File: config.mk
export PLATFORM = sky130hd
export DESIGN_NAME = shift_right_seq
export DESIGN_NICKNAME = d
export VERILOG_FILES = /design/src/rtl/fp_shift_pkg.sv /design/src/rtl/shift_right_stage.sv /design/src/rtl/shift_right_seq.sv
export SDC_FILE = /design/constraint.sdc
export NUM_CORES = 1
export LEC_CHECK = 0
export ABC_AREA = 1
export BUFFER_PORTS_ARGS = -buffer_cell sky130_fd_sc_hd__buf_2
export CAP_MARGIN = 20
export CELL_PAD_IN_SITES_DETAIL_PLACEMENT = 1
export CELL_PAD_IN_SITES_GLOBAL_PLACEMENT = 2
export CORE_AREA = 2 2 150 152
export CTS_CLUSTER_SIZE = 24
export DETAILED_ROUTE_END_ITERATION = 6
export DIE_AREA = 0 0 152 154
export PLACE_DENSITY_LB_ADDON = 0.25
export SLEW_MARGIN = 20
export SYNTH_ARGS = -nofsm -noshare
export SYNTH_HDL_FRONTEND = slang
export SYNTH_HIERARCHICAL = 1
export SYNTH_SLANG_ARGS = --single-unit
File: constraint.sdc
create_clock -name clk -period 2.7 [get_ports clk]
set_clock_uncertainty 0.05 [all_clocks]
set_input_delay 0.54 -clock clk [delete_from_list [all_inputs] [get_ports clk]]
set_output_delay 0.54 -clock clk [all_outputs]
set_load 0.005 [all_outputs]
File: src/rtl/fp_shift_pkg.sv
// fp_shift_pkg: shared widths, FSM state and G/R/S bundle for the FP shifters (rev 1.0)
`default_nettype none

package fp_shift_pkg;

  localparam int DATA_WIDTH_DEF   = 32;
  localparam int SELECT_WIDTH_DEF = 5;

  typedef enum logic [1:0] {
    IDLE  = 2'd0,
    SHIFT = 2'd1,
    DONE  = 2'd2
  } state_t;

  typedef struct packed {
    logic guard;
    logic round;
    logic sticky;
  } grs_t;

  // Stage counter needs at least one bit even for a single-stage shifter
  function automatic int stage_width(input int sel_w);
    return (sel_w > 1) ? $clog2(sel_w) : 1;
  endfunction

endpackage

`default_nettype wire

File: src/rtl/shift_right_stage.sv
// shift_right_stage: one log2 right-shift stage on the {data,g,r} word, reporting the OR of dropped bits (rev 1.0)
`default_nettype none

module shift_right_stage
  import fp_shift_pkg::*;
#(
  parameter  int DATA_WIDTH   = DATA_WIDTH_DEF,
  parameter  int SELECT_WIDTH = SELECT_WIDTH_DEF,
  localparam int STAGE_W      = stage_width(SELECT_WIDTH),
  localparam int EXT_W        = DATA_WIDTH + 2
) (
  input  logic [EXT_W-1:0]   ext_in,
  input  logic [STAGE_W-1:0] stage,
  input  logic               en,
  output logic [EXT_W-1:0]   ext_out,
  output logic               dropped
);

  logic [SELECT_WIDTH-1:0] amt;
  logic [EXT_W-1:0]        mask;

  always_comb begin
    amt     = SELECT_WIDTH'(1) << stage;
    // Low 2^stage bits of the word are the ones that fall off below bit 0
    mask    = ~({EXT_W{1'b1}} << amt);
    ext_out = ext_in;
    dropped = 1'b0;
    if (en) begin
      ext_out = ext_in >> amt;
      dropped = |(ext_in & mask);
    end
  end

endmodule

`default_nettype wire

File: src/rtl/shift_right_seq.sv
// shift_right_seq: multi-cycle logical right shifter, one log2 stage per clock, with G/R/S outputs (rev 1.0)
`default_nettype none

module shift_right_seq
  import fp_shift_pkg::*;
#(
  parameter int DATA_WIDTH   = DATA_WIDTH_DEF,
  parameter int SELECT_WIDTH = SELECT_WIDTH_DEF
) (
  input  logic                    clk,
  input  logic                    rst_n,
  input  logic                    in_valid,
  output logic                    in_ready,
  input  logic [DATA_WIDTH-1:0]   in,
  input  logic [SELECT_WIDTH-1:0] shift_num,
  output logic                    out_valid,
  input  logic                    out_ready,
  output logic [DATA_WIDTH-1:0]   out,
  output logic                    guard,
  output logic                    round,
  output logic                    sticky
);

  localparam int STAGE_W = stage_width(SELECT_WIDTH);
  localparam int EXT_W   = DATA_WIDTH + 2;

  state_t                  state;
  logic [EXT_W-1:0]        ext;
  logic                    sticky_acc;
  logic [SELECT_WIDTH-1:0] shamt;
  logic [STAGE_W-1:0]      stage;
  grs_t                    grs_q;

  logic [EXT_W-1:0]        ext_next;
  logic                    dropped;
  logic                    stage_en;

  assign stage_en = shamt[stage];

  shift_right_stage #(
    .DATA_WIDTH  (DATA_WIDTH),
    .SELECT_WIDTH(SELECT_WIDTH)
  ) u_stage (
    .ext_in (ext),
    .stage  (stage),
    .en     (stage_en),
    .ext_out(ext_next),
    .dropped(dropped)
  );

  always_ff @(posedge clk) begin
    if (!rst_n) begin
      state      <= IDLE;
      ext        <= '0;
      sticky_acc <= 1'b0;
      shamt      <= '0;
      stage      <= '0;
      in_ready   <= 1'b0;
      out_valid  <= 1'b0;
      out        <= '0;
      grs_q      <= '0;
    end else begin
      case (state)
        IDLE: begin
          in_ready <= 1'b1;
          if (in_valid && in_ready) begin
            ext        <= {in, 2'b00};
            sticky_acc <= 1'b0;
            shamt      <= shift_num;
            stage      <= STAGE_W'(SELECT_WIDTH - 1);
            in_ready   <= 1'b0;
            state      <= SHIFT;
          end
        end
        SHIFT: begin
          ext        <= ext_next;
          sticky_acc <= sticky_acc | dropped;
          if (stage == '0) begin
            // Publish straight from the last stage so results appear with the DONE state
            out          <= ext_next[EXT_W-1:2];
            grs_q.guard  <= ext_next[1];
            grs_q.round  <= ext_next[0];
            grs_q.sticky <= sticky_acc | dropped;
            out_valid    <= 1'b1;
            state        <= DONE;
          end else begin
            stage <= stage - 1'b1;
          end
        end
        DONE: begin
          if (out_ready) begin
            out_valid <= 1'b0;
            out       <= '0;
            grs_q     <= '0;
            in_ready  <= 1'b1;
            state     <= IDLE;
          end
        end
        default: begin
          state     <= IDLE;
          in_ready  <= 1'b0;
          out_valid <= 1'b0;
        end
      endcase
    end
  end

  assign guard  = grs_q.guard;
  assign round  = grs_q.round;
  assign sticky = grs_q.sticky;

endmodule

`default_nettype wire

==> results.json <==
{
  "status": "complete, no violations",
  "core_um2": 21700,
  "syn2layout_area_growth_pct": 16.0,
  "fmax_ghz": 0.407,
  "startpoint_type": "register",
  "crit_path_max_fanout": 32,
  "cp.required_ns": 2.93,
  "hold_slack_ns": 0.396,
  "peakVddDrop_mv": 0.259,
  "yosys.area.top_type": "dfxtp_1",
  "final_cells": 1499,
  "fin_ws_ns": 0.244,
  "routed_wl_um": 26700,
  "register_area_um2": 1640,
  "drc_errors": 0,
  "yosysSeqAreaShare": 0.254,
  "viasPerCell": 5.09,
  "die_width_um": 152,
  "n_antenna_cell": 0,
  "vias": 7624,
  "synthCells": 1159,
  "place_inst": 1483,
  "routabilityCongestion": 0.902,
  "die_h_um": 154,
  "syn_area_per_cell_um2": 5.58,
  "post-synth-top-area-fraction": 0.254,
  "fp-row-count": 54,
  "grt_use_total": 0.226,
  "grt_antenna_before_repair": 0,
  "dr.pass1.iters": 6,
  "clk_pin_slew_worst_paths_ns": 0.07,
  "drv_slew": 0,
  "grt_start_max_net_pins": 94,
  "syn_nets": 1202,
  "critPathMaxStageDelay_ns": 0.38,
  "start_util": 0.298,
  "clk-insertion-delay-late_ns": 0.35,
  "hp-class": "in -> reg",
  "rsz0062_at_grt": "false",
  "cts_root_buf": "clkbuf_16",
  "hpwl_um": 20400,
  "endpoint_kind": "register",
  "drv_cap": 0,
  "cts_setup_buffers": 0,
  "cts_made_buffers": 9,
  "worstMarginPinSlew_ns": 0.742,
  "dieArea_um2": 23400,
  "setup_viol": 0,
  "h-tree-depth": 3,
  "drt_iter0_drc": 639,
  "place_ws_ns": 0.107,
  "drive_above_1_share": 0.133,
  "path_cells": "inv_2 -> buf_4 -> nand3_1 -> nand3_1 -> nand3_1 -> nand2_1 -> o211ai_1 -> o21ai_1 -> inv_1 -> o21ai_0 -> nor2_1 -> nor2_1",
  "worst_path_most_repeated_cell": "nand3_1",
  "finalHoldViolations": 0,
  "detail-route-antenna-nets": 0,
  "crit_type": "reg -> reg",
  "fillCellCount": 2993,
  "arrival_ns": 2.68,
  "numPortBuffers": 77,
  "fin_crit_sh": 0.910,
  "num_io_pins": 78,
  "fin_setup_tns_ns": 0,
  "fin_nets": 1257,
  "multi_input_area_um2": 4020,
  "slowest_stage": "buf_4",
  "grt_pass1_wl_um": 42600,
  "p_leak_nw": 3.80,
  "final.min_clock_period_ns": 2.46,
  "yosysWarningCount": 6,
  "power_density_nw_per_um2": 567,
  "synth_area_um2": 6460,
  "clkSinkCount": 82,
  "drt-wirelength-per-cell_um": 17.8,
  "relSlewSlack": 0.505,
  "synth_cell_types": 31,
  "synth.area.top_cells": "dfxtp_1 25%, nand3_1 18%, nand2_1 17%",
  "ys_ff_latch": 82,
  "overflow": 0,
  "grt_pass1_vias": 7503,
  "clk_path_buf_depth": 2,
  "cts_tree": "built"
}
==> cell families after synthesis <==
logic type / Yosys count / synth area share
AO/OA/AOI/OAI: 70 / 0.0589
adder cells (fa/ha/maj): 2 / 0.00387
buffers and inverters: 186 / 0.125
flip-flops: 82 / 0.254
AND/OR/NAND/NOR: 819 / 0.559
==> cell usage in the layout (no fill, tap or decap), types with 3 or more instances in the layout <==
| master | count |
|---|---|
| nand2_1 | 294 |
| nand3_1 | 234 |
| nor2_1 | 221 |
| inv_1 | 100 |
| dfxtp_1 | 81 |
| buf_2 | 77 |
| o21ai_0 | 36 |
| nand3b_1 | 34 |
| buf_4 | 34 |
| nand4_1 | 15 |
| a21oi_1 | 15 |
| inv_2 | 13 |
| clkbuf_16 | 9 |
| o22ai_1 | 8 |
| nand2_2 | 6 |
| buf_12 | 5 |
| o21ai_1 | 5 |
| nor2_2 | 4 |
| nor4_1 | 3 |
==> layer usage <==
layer	global-route usage	vias up	share of wire
met5	0	-	0
met4	0.0547	0	0.014
met3	0.0248	26	0.037
met2	0.344	151	0.43
met1	0.340	3621	0.52
li1	-	3826	-
==> sequential cells by signal, indices dropped and copies added (netlist names) <==
| signal | count |
|---|---|
| state | 2 |
| out | 32 |
| sticky_acc | 1 |
| out_valid | 1 |
| ext | 34 |
| guard | 1 |
| stage | 3 |
| in_ready | 1 |
| shamt | 5 |
| sticky | 1 |
| round | 1 |
==> power by group <==
part | internal (mW) | total [mW] | switching (mW)
sequential | 1.33 | 1.44 | 0.113
combinational | 0.524 | 1.53 | 1.00
clock | 0.728 | 1.28 | 0.554
==> repair_timing <==
action | in CTS | in global routing
endpoints found under the setup margin | 0 | 9
hold buffers | 0 | 0
resized for setup | 0 | 4
==> Yosys cell counts <==
master      n
nand2_1   294
nand3_1   234
nor2_1    222
inv_1     100
dfxtp_1    82
o21ai_0    36
nand3b_1   34
buf_2      32
clkbuf_1   19
a21oi_1    15
nand4_1    15
inv_2      13
buf_4      12
o22ai_1     8
buf_1       7
nand2_2     7
o21ai_1     5
buf_6       3
nor2_2      3
nor4_1      3
a22o_1      2
ha_1        2
nand3_2     2
nor2_4      2
a22oi_1     1
and2_1      1
nand3_4     1
nor3_1      1
o211ai_1    1
o221ai_1    1
o32ai_1     1
==> critical path: cells and delay by family, from the launching register on <==
| family | cells | cell delay, ns |
|---|---|---|
| AOI/OAI and AO/OA | 3 | 0.57 |
| and+or+nand+nor | 6 | 0.72 |
| DFF | 1 | 0.31 |
| buffers and inverters | 3 | 0.71 |
==> area by class of cell <==
type	count	area share
Clock buffer	10	0.0306
Clock inverter	6	0.00968
Inverter	113	0.0566
Multi-Input combinational cell	891	0.537
Sequential cell	82	0.219
Tap cell	280	0.0468
Timing Repair Buffer	117	0.100
==> final timing paths <==
| check | slack, ns | cells after the start | end | startpoint |
|---|---|---|---|---|
| min reg2reg | 0.42 | 2 | shamt[3] | shamt[3] |
| max | 0.24 | 12 | ext[19] | stage[2] |
| min | 0.40 | 3 | shamt[2] | shift_num[2] |
| max reg2reg | 0.24 | 12 | ext[19] | stage[2] |
==> stage by stage <==
step / instance area, um^2 / util / total power [mW]
CTS: 7480 / 0.345 / 4.28
floorplan: 6460 / - / 2.46
detailed placement: 7180 / 0.331 / 2.98
finish: 7490 / 0.346 / 4.25
global route: 7490 / 0.346 / 4.53
global placement: 7180 / 0.331 / 2.96
(Power assumes the default switching activity.)
